==> config.mk <==
export PLATFORM = sky130hd
export DESIGN_NAME = hk_wb_arbiter
export DESIGN_NICKNAME = d
export VERILOG_FILES = /design/src/rtl/hk_wb_pkg.sv /design/src/rtl/hk_wb_timeout.sv /design/src/rtl/hk_wb_arbiter.sv
export SDC_FILE = /design/constraint.sdc
export NUM_CORES = 1
export LEC_CHECK = 0
export ABC_CLOCK_PERIOD_IN_PS = 3500
export CAP_MARGIN = 0
export CORE_AREA = 2 2 125 127
export DETAILED_ROUTE_END_ITERATION = 7
export DIE_AREA = 0 0 127 129
export RECOVER_POWER = 25
export SETUP_SLACK_MARGIN = 0.4
export SLEW_MARGIN = 40
export SYNTH_ARGS = -nofsm -noshare
export SYNTH_HDL_FRONTEND = slang
export SYNTH_SLANG_ARGS = --single-unit
==> constraint.sdc <==
create_clock -name wb_clk_i -period 3.5 [get_ports wb_clk_i]
set_input_delay 0.35 -clock wb_clk_i [delete_from_list [all_inputs] [get_ports wb_clk_i]]
set_output_delay 0.35 -clock wb_clk_i [all_outputs]
set_load 0.02 [all_outputs]
==> src/rtl/hk_wb_pkg.sv <==
// rtl/hk_wb_pkg.sv - shared widths, defaults and FSM state type for the housekeeping Wishbone arbiter
package hk_wb_pkg;
  localparam int ADR_W = 32;
  localparam int DAT_W = 32;
  localparam int SEL_W = 4;

  localparam logic [DAT_W-1:0] DEFAULT_TIMEOUT_DATA = 32'hDEAD_BEEF;

  typedef enum logic [1:0] {
    IDLE = 2'd0,
    OWN0 = 2'd1,
    OWN1 = 2'd2
  } arb_state_t;
endpackage

==> src/rtl/hk_wb_timeout.sv <==
// rtl/hk_wb_timeout.sv - per-transfer watchdog with fire strobe and sticky timeout flag
module hk_wb_timeout #(
  parameter int TIMEOUT = 255,
  parameter int TO_W    = $clog2(TIMEOUT + 1)
) (
  input  logic clk,
  input  logic rst_n,
  input  logic active,
  input  logic ack,
  input  logic clr,
  output logic fire,
  output logic timeout_o
);
  localparam logic [TO_W-1:0] LIMIT = TO_W'(TIMEOUT - 1);

  logic [TO_W-1:0] cnt;

  // A real ack in the limit cycle suppresses the fire.
  assign fire = active && !ack && (cnt == LIMIT);

  always_ff @(posedge clk or negedge rst_n) begin
    if (!rst_n) begin
      cnt       <= '0;
      timeout_o <= 1'b0;
    end else begin
      if (!active || ack || fire)
        cnt <= '0;
      else
        cnt <= cnt + TO_W'(1);
      if (fire)
        timeout_o <= 1'b1;
      else if (clr)
        timeout_o <= 1'b0;
    end
  end
endmodule

==> src/rtl/hk_wb_arbiter.sv <==
// rtl/hk_wb_arbiter.sv - two-master round-robin Wishbone arbiter with cycle lock and watchdog
module hk_wb_arbiter
  import hk_wb_pkg::*;
#(
  parameter int               TIMEOUT      = 255,
  parameter int               TO_W         = $clog2(TIMEOUT + 1),
  parameter logic [DAT_W-1:0] TIMEOUT_DATA = DEFAULT_TIMEOUT_DATA
) (
  input  logic             wb_clk_i,
  input  logic             wb_rstn_i,
  input  logic             m0_cyc_i,
  input  logic             m0_stb_i,
  input  logic             m0_we_i,
  input  logic [SEL_W-1:0] m0_sel_i,
  input  logic [ADR_W-1:0] m0_adr_i,
  input  logic [DAT_W-1:0] m0_dat_i,
  output logic             m0_ack_o,
  output logic [DAT_W-1:0] m0_dat_o,
  input  logic             m1_cyc_i,
  input  logic             m1_stb_i,
  input  logic             m1_we_i,
  input  logic [SEL_W-1:0] m1_sel_i,
  input  logic [ADR_W-1:0] m1_adr_i,
  input  logic [DAT_W-1:0] m1_dat_i,
  output logic             m1_ack_o,
  output logic [DAT_W-1:0] m1_dat_o,
  output logic             s_cyc_o,
  output logic             s_stb_o,
  output logic             s_we_o,
  output logic [SEL_W-1:0] s_sel_o,
  output logic [ADR_W-1:0] s_adr_o,
  output logic [DAT_W-1:0] s_dat_o,
  input  logic             s_ack_i,
  input  logic [DAT_W-1:0] s_dat_i,
  output logic [1:0]       grant_o,
  output logic             timeout_o,
  input  logic             timeout_clr_i
);
  arb_state_t state;
  logic       rr;
  logic       active;
  logic       fire;
  logic       req0;
  logic       req1;

  assign req0 = m0_cyc_i && m0_stb_i;
  assign req1 = m1_cyc_i && m1_stb_i;

  hk_wb_timeout #(.TIMEOUT(TIMEOUT), .TO_W(TO_W)) u_timeout (
    .clk       (wb_clk_i),
    .rst_n     (wb_rstn_i),
    .active    (active),
    .ack       (s_ack_i),
    .clr       (timeout_clr_i),
    .fire      (fire),
    .timeout_o (timeout_o)
  );

  always_comb begin
    active   = 1'b0;
    s_cyc_o  = 1'b0;
    s_stb_o  = 1'b0;
    s_we_o   = 1'b0;
    s_sel_o  = '0;
    s_adr_o  = '0;
    s_dat_o  = '0;
    m0_ack_o = 1'b0;
    m0_dat_o = '0;
    m1_ack_o = 1'b0;
    m1_dat_o = '0;
    case (state)
      OWN0: begin
        active   = req0;
        s_cyc_o  = m0_cyc_i && !fire;
        s_stb_o  = m0_stb_i && !fire;
        s_we_o   = m0_we_i;
        s_sel_o  = m0_sel_i;
        s_adr_o  = m0_adr_i;
        s_dat_o  = m0_dat_i;
        m0_ack_o = s_ack_i || fire;
        m0_dat_o = fire ? TIMEOUT_DATA : s_dat_i;
      end
      OWN1: begin
        active   = req1;
        s_cyc_o  = m1_cyc_i && !fire;
        s_stb_o  = m1_stb_i && !fire;
        s_we_o   = m1_we_i;
        s_sel_o  = m1_sel_i;
        s_adr_o  = m1_adr_i;
        s_dat_o  = m1_dat_i;
        m1_ack_o = s_ack_i || fire;
        m1_dat_o = fire ? TIMEOUT_DATA : s_dat_i;
      end
      default: ;
    endcase
  end

  // rr = 0 prefers master 0 on a tie; every release or forced termination hands preference over.
  always_ff @(posedge wb_clk_i or negedge wb_rstn_i) begin
    if (!wb_rstn_i) begin
      state   <= IDLE;
      rr      <= 1'b0;
      grant_o <= 2'b00;
    end else begin
      case (state)
        IDLE: begin
          if (req0 && (!req1 || !rr)) begin
            state   <= OWN0;
            grant_o <= 2'b01;
          end else if (req1) begin
            state   <= OWN1;
            grant_o <= 2'b10;
          end
        end
        OWN0: begin
          if (!m0_cyc_i || fire) begin
            state   <= IDLE;
            rr      <= 1'b1;
            grant_o <= 2'b00;
          end
        end
        OWN1: begin
          if (!m1_cyc_i || fire) begin
            state   <= IDLE;
            rr      <= 1'b0;
            grant_o <= 2'b00;
          end
        end
        default: begin
          state   <= IDLE;
          grant_o <= 2'b00;
        end
      endcase
    end
  end
endmodule

Word level (Yosys, flattened, before mapping)
Cells that the tools add are included.
- add/subtract/negate cells: 1
- eq/ne operators: 6
- mux-type cells: 23
- reductions and logical operators: 27
- operator list (operator ; count):
    case mux 32 bit (2 select lines) ; 2
    two-way mux 32 bit ; 3
    case mux 1 bit (2 select lines) ; 5
    logical AND 1 bit ; 9
    adder 8 x 1 -> 8 bit, second input constant ; 1
    equality test 8 bit, second input constant ; 1
    two-way mux 2 bit ; 4
    two-way mux 8 bit ; 1
    case mux 4 bit (2 select lines) ; 1
    logical NOT 1 bit ; 7
    logical OR 1 bit ; 6
    two-way mux 1 bit ; 6
    case mux 2 bit (3 select lines) ; 1
    AND reduction 3 bit ; 2
    != test 2 bit, second input constant ; 2
    nonzero test 2 bit ; 2
    != test 3 bit, second input constant ; 1
    equality test 2 x 1 -> 1 bit, second input constant ; 1
    equality test 2 bit, second input constant ; 1
    logical NOT 2 bit ; 1
- register bits: 12
- input bits: 178
- logic and storage cells: 61

Depth between registers and ports, before layout
- word-level depth: 7
- gate-level depth with buffers: 9
- mapped depth without buffers: 6

Modules after synthesis
Synthesis repeated with hierarchy kept, for this count alone.
- cell total of the unflattened synthesis: 320
- area, all modules: 2493.6 um^2
- by module, submodules not included (module ; instances ; cells an instance ; area an instance (um^2) ; seq. area each (um^2)):
    hk_wb_arbiter ; 1 ; 271 ; 2023.2 ; 75.1
    hk_wb_timeout ; 1 ; 49 ; 470.5 ; 225.2

Least setup slack after synthesis
OpenSTA, ideal clock, no wires.
- path kind: flip-flop to output port
- start point: reg state[0]
- end point: out m0_dat_o[14]
- arrival: 1.976 ns
- slack: 1.174 ns
- cell stages (with the launch flop): 10
- buffers on the path: 3
- cells stage by stage: dfrtp_1 -> inv_1 -> ha_1 -> buf_2 -> nand3_1 -> a211o_1 -> or2_1 -> buf_6 -> buf_6 -> and3_1
- longest elaborated chain between the ends: 6
- elaborated cells on any way between the ends: 7
- ends and longest elaborated chain (element ; RTL line ; RTL):
    from (decl) ; hk_wb_arbiter.sv:39 ; arb_state_t state;
    from (signal assigned) ; hk_wb_arbiter.sv:101 ; state <= IDLE;
    from (signal assigned) ; hk_wb_arbiter.sv:108 ; state <= OWN0;
    from (signal assigned) ; hk_wb_arbiter.sv:111 ; state <= OWN1;
    equality test 2 bit or equality test 2 x 1 -> 1 bit (tied branches) ; hk_wb_arbiter.sv:71 ; case (state)
    case mux 1 bit (2 select lines) ; hk_wb_arbiter.sv:71 ;
    logical AND 1 bit (2 in a row) ; hk_wb_timeout.sv:19 ; assign fire = active && !ack && (cnt == LIMIT);
    two-way mux 32 bit ; hk_wb_arbiter.sv:81 ; m0_dat_o = fire ? TIMEOUT_DATA : s_dat_i;
    two-way mux 32 bit * ; hk_wb_arbiter.sv:71 ;
    to (decl) ; hk_wb_arbiter.sv:18 ; output logic [DAT_W-1:0] m0_dat_o,
Every way passes the cells marked *; elsewhere a longest branch is shown, timed or not.

Final worst setup path
- start point: reg state[0]
- end point: out m0_dat_o[6]
The elaborated chain is that of the path after synthesis.

==> metrics.md <==
| Metric | Value |
|---|---|
| Layout overhead on the synthesized area | `160%` |
| Buffers from clock root to sink, at most | `2` |
| Final setup violating endpoints | `0` |
| Levels on crit path | `8` |
| Critical path peak fanout | `24` |
| Endpoint of the most critical setup path | `m0_dat_o[6]` |
| Startpoint Class | `register` |
| Number of enable flip-flop cells after synthesis | `0` |
| Shortest period the worst path allows | `3.07 ns` |
| CTS tree | `built` |
| Result of the run | `finished, final reports clean` |
| Overall routed net length | `12900 um` |
| Largest area contributor in the netlist | `sky130_fd_sc_hd__a22oi_1` |
| Power density relative to cell area | `slightly above 500 nW/um2` |
| Cell at the root of the clock tree | `sky130_fd_sc_hd__clkbuf_16` |
| Critical-path cell list | `inv_1 > ha_1 > nand3_1 > a211o_1 > nor2_4 > clkbuf_16 > o21a_1 > clkdlybuf4s50_1` |
| Number of pins exceeding their max-slew limit in the final report | `0` |
| Largest incremental delay on the critical path | `slightly above 0.6 ns` |
| Required arrival time at the worst endpoint | `around 3.2 ns` |
| Effective utilization at floorplan | `0.142` |
| Critical path data arrival time | `2.72 ns` |
| Number of global-route vias before repair | `between 3000 and 4000` |
| # port buffers | `~320` |
| RSZ-0062 raised after global routing | `false` |
| Routed Antenna Nets | `0` |
| Post-synth top area share | `0.244` |
| Worst clock skew | `between 0.005 and 0.006 ns` |
| Number of clock sinks | `12` |
| Die Y-Extent | `roughly 130 um` |
| Diode insertion count for antenna repair | `0` |
| Critical path buffers and inverters | `3` |
| Top_reg_cell synth | `sky130_fd_sc_hd__dfrtp_1` |
| Start of the worst register-to-register path | `state[0]` |
| Maximum clock frequency | `~330 MHz` |
| Ports placed on the boundary | `approximately 320` |
| Cell with the largest stage delay on the worst path | `sky130_fd_sc_hd__clkdlybuf4s50_1` |
| Leading cell types in the layout, fill and taps excluded | `sky130_fd_sc_hd__clkdlybuf4s50_1 (285), sky130_fd_sc_hd__nor2_1 (78), sky130_fd_sc_hd__a22oi_1 (69)` |
| Dpl hpwl | `~9900 um` |
| Sequential cell area fraction in the yosys report | `0.142` |
| Synthesis warning total | `0` |
| Share of final-layout standard cells stronger than drive strength 1 | `0.0298` |
| Synth cell types | `30` |
| Hold WC Path Type | `register to register` |
| Wire length of the first global-routing pass | `18500 um` |
| Overall fraction of global-route tracks in use | `0.138` |
| Drt pass-1 iters | `4` |
| Max H-tree Level | `1` |
| Drt drc | `0` |
| Final Wtd Congestion | `~0.80` |
| DRT iter0 DRCs | `94` |
| Most frequent standard cell in the layout excluding fill and tap cells | `sky130_fd_sc_hd__clkdlybuf4s50_1` |
| Final Hold Vio Count | `0` |
| Largest net degree at the start of global routing | `107` |
| Site Rows | `between 40 and 50` |
| Setup Total Neg Slack | `0 ns` |
| Async set-reset flop share out of synthesis | `1.00` |
| Critical Setup Path Class | `register to primary output` |
| Area of the die | `16400 um2` |
| Worst setup path startpoint | `state[0]` |
| Placeable core area | `15000 um2` |
| Max-slew headroom at the worst pin | `0.521` |
| WL/cell | `between 15 and 20 um` |
| Mapped cell area | `2120 um2` |
| Worst voltage drop across the vdd grid | `0.285 mV` |
| R2R cell count | `6` |
| Ratio of final minimum period to clock period | `0.877` |
| Remaining global-route overflow | `0` |
| Clock-pin slew on the worst setup and hold paths | `roughly 0.050 ns` |
| FF-to-FF End | `rr` |
| Die X | `around 130 um` |
| Synth area leaders | `sky130_fd_sc_hd__a22oi_1 (24%), sky130_fd_sc_hd__o21a_1 (18%), sky130_fd_sc_hd__dfrtp_1 (14%)` |
| Leak Pwr | `2.20 nW` |
| Worst Tran Pin Value | `approximately 0.72 ns` |
| Worst-Skew Late Latency | `0.24 ns` |
| Reported max-cap violation count | `0` |
| Mean cell area of the mapped netlist | `6.74 um2` |
| Post-Synthesis Cells | `about 320` |
| Nets | `roughly 800` |
| Count of vias placed by the detailed router | `between 3000 and 4000` |
| Mean number of vias per cell | `4.57` |
| Post-Syn Nets | `~500` |
| Flip-flop and latch count after synthesis | `12` |
| Slack of the worst reg-to-reg path | `1.48 ns` |
| Critical path's top delay family | `buffers and inverters` |
| Critical path endpoint category | `primary output` |
| Number of buffers added by the clock tree synthesis step | `3` |
| Number of antenna violations at the first check in global routing | `0` |
| WHS | `~0.53 ns` |
## area by class of cell
cell class / count / area (um2)
clock buffers: 4 / 88.8
fillers: 1527 / 9450
inverters: 5 / 18.8
multi-input cells: 259 / 1660
flip-flops and latches: 12 / 302
well taps: 188 / 235
repair buffers: 324 / 3230
## Yosys cell counts, drive strengths merged (4+ instances only)
cell type,count
and3,17
dfrtp,12
nor2,79
xor2,5
inv,5
o211ai,4
nand3,7
o21a,51
buf,9
clkbuf,30
nand2,4
a22oi,69
ha,5
## kinds of logic (layout without fill, tap and decap cells)
kind of cell               after synthesis  in the layout  synth area share
AOI/OAI and AO/OA                      131            131             0.466
xor gates and xnor gates                 6              6            0.0248
adders and majority gates                5              5            0.0295
buffers and inverters                   44            333            0.0890
DFF                                     12             12             0.142
muxes                                    2              2           0.00943
and+or+nand+nor                        115            115             0.240
## worst reg2reg max path, delay by kind of cell (launching register included)
| family | cells | cell delay [ns] |
|---|---|---|
| flops | 1 | 0.46 |
| compound gates | 2 | 0.66 |
| buf+inv | 1 | 0.11 |
| fa+ha+maj | 1 | 0.24 |
| simple gates | 2 | 0.47 |
## how the worst min path moves through the flow
stage / slack (ns) / endpoint / depth (start not counted) / from
after global placement: 0.52 / u_timeout.timeout_o / 2 / u_timeout.timeout_o
after floorplan: 0.05 / rr / 0 / wb_rstn_i
after detailed placement: 0.52 / u_timeout.timeout_o / 2 / u_timeout.timeout_o
final: 0.53 / u_timeout.timeout_o / 2 / u_timeout.timeout_o
after global routing: 0.58 / u_timeout.cnt[5] / 2 / u_timeout.cnt[5]
after CTS: 0.50 / state[1] / 1 / wb_rstn_i
## per-layer routing
layer	share of wire	global-route usage	routed length, um	vias up
met1	0.38	0.157	4910	1678
met3	0.080	0.0270	1030	10
met4	0.016	0.0291	204	0
met2	0.52	0.268	6740	196
met5	0	0	0	-
li1	-	-	-	1733
## registers in the layout (all words and copies together), names as in the netlist
register and cells:
rr 1, u_timeout.cnt 8, u_timeout.timeout_o 1, state 2
## per-stage QoR
step	total power [mW]	area (um2)	utilization	setup slack (ns)	cells
6_report	2.81	5530	0.369	0.429	792
2_1_floorplan	1.50	2120	-	1.17	315
3_3_place_gp	2.63	5460	0.364	0.376	785
3_5_place_dp	2.65	5460	0.364	0.318	785
5_1_grt	3.00	5530	0.369	0.296	792
4_1_cts	2.89	5550	0.371	0.402	789
## power breakdown
| group | total, mW | internal [mW] | switching, mW |
|---|---|---|---|
| Combinational | 2.39 | 1.07 | 1.33 |
| Sequential | 0.182 | 0.156 | 0.0258 |
| Clock | 0.233 | 0.173 | 0.0609 |
## timing repair
item | in CTS | in global routing
endpoints found under the setup margin | 36 | 63
hold buffers | 0 | 0
gates resized for setup | 4 | 27
gates cloned | 0 | 1
endpoints found under the hold margin | 0 | 0
pin swaps | 0 | 1
buffers inserted | 0 | 2
(Power assumes the default switching activity.)
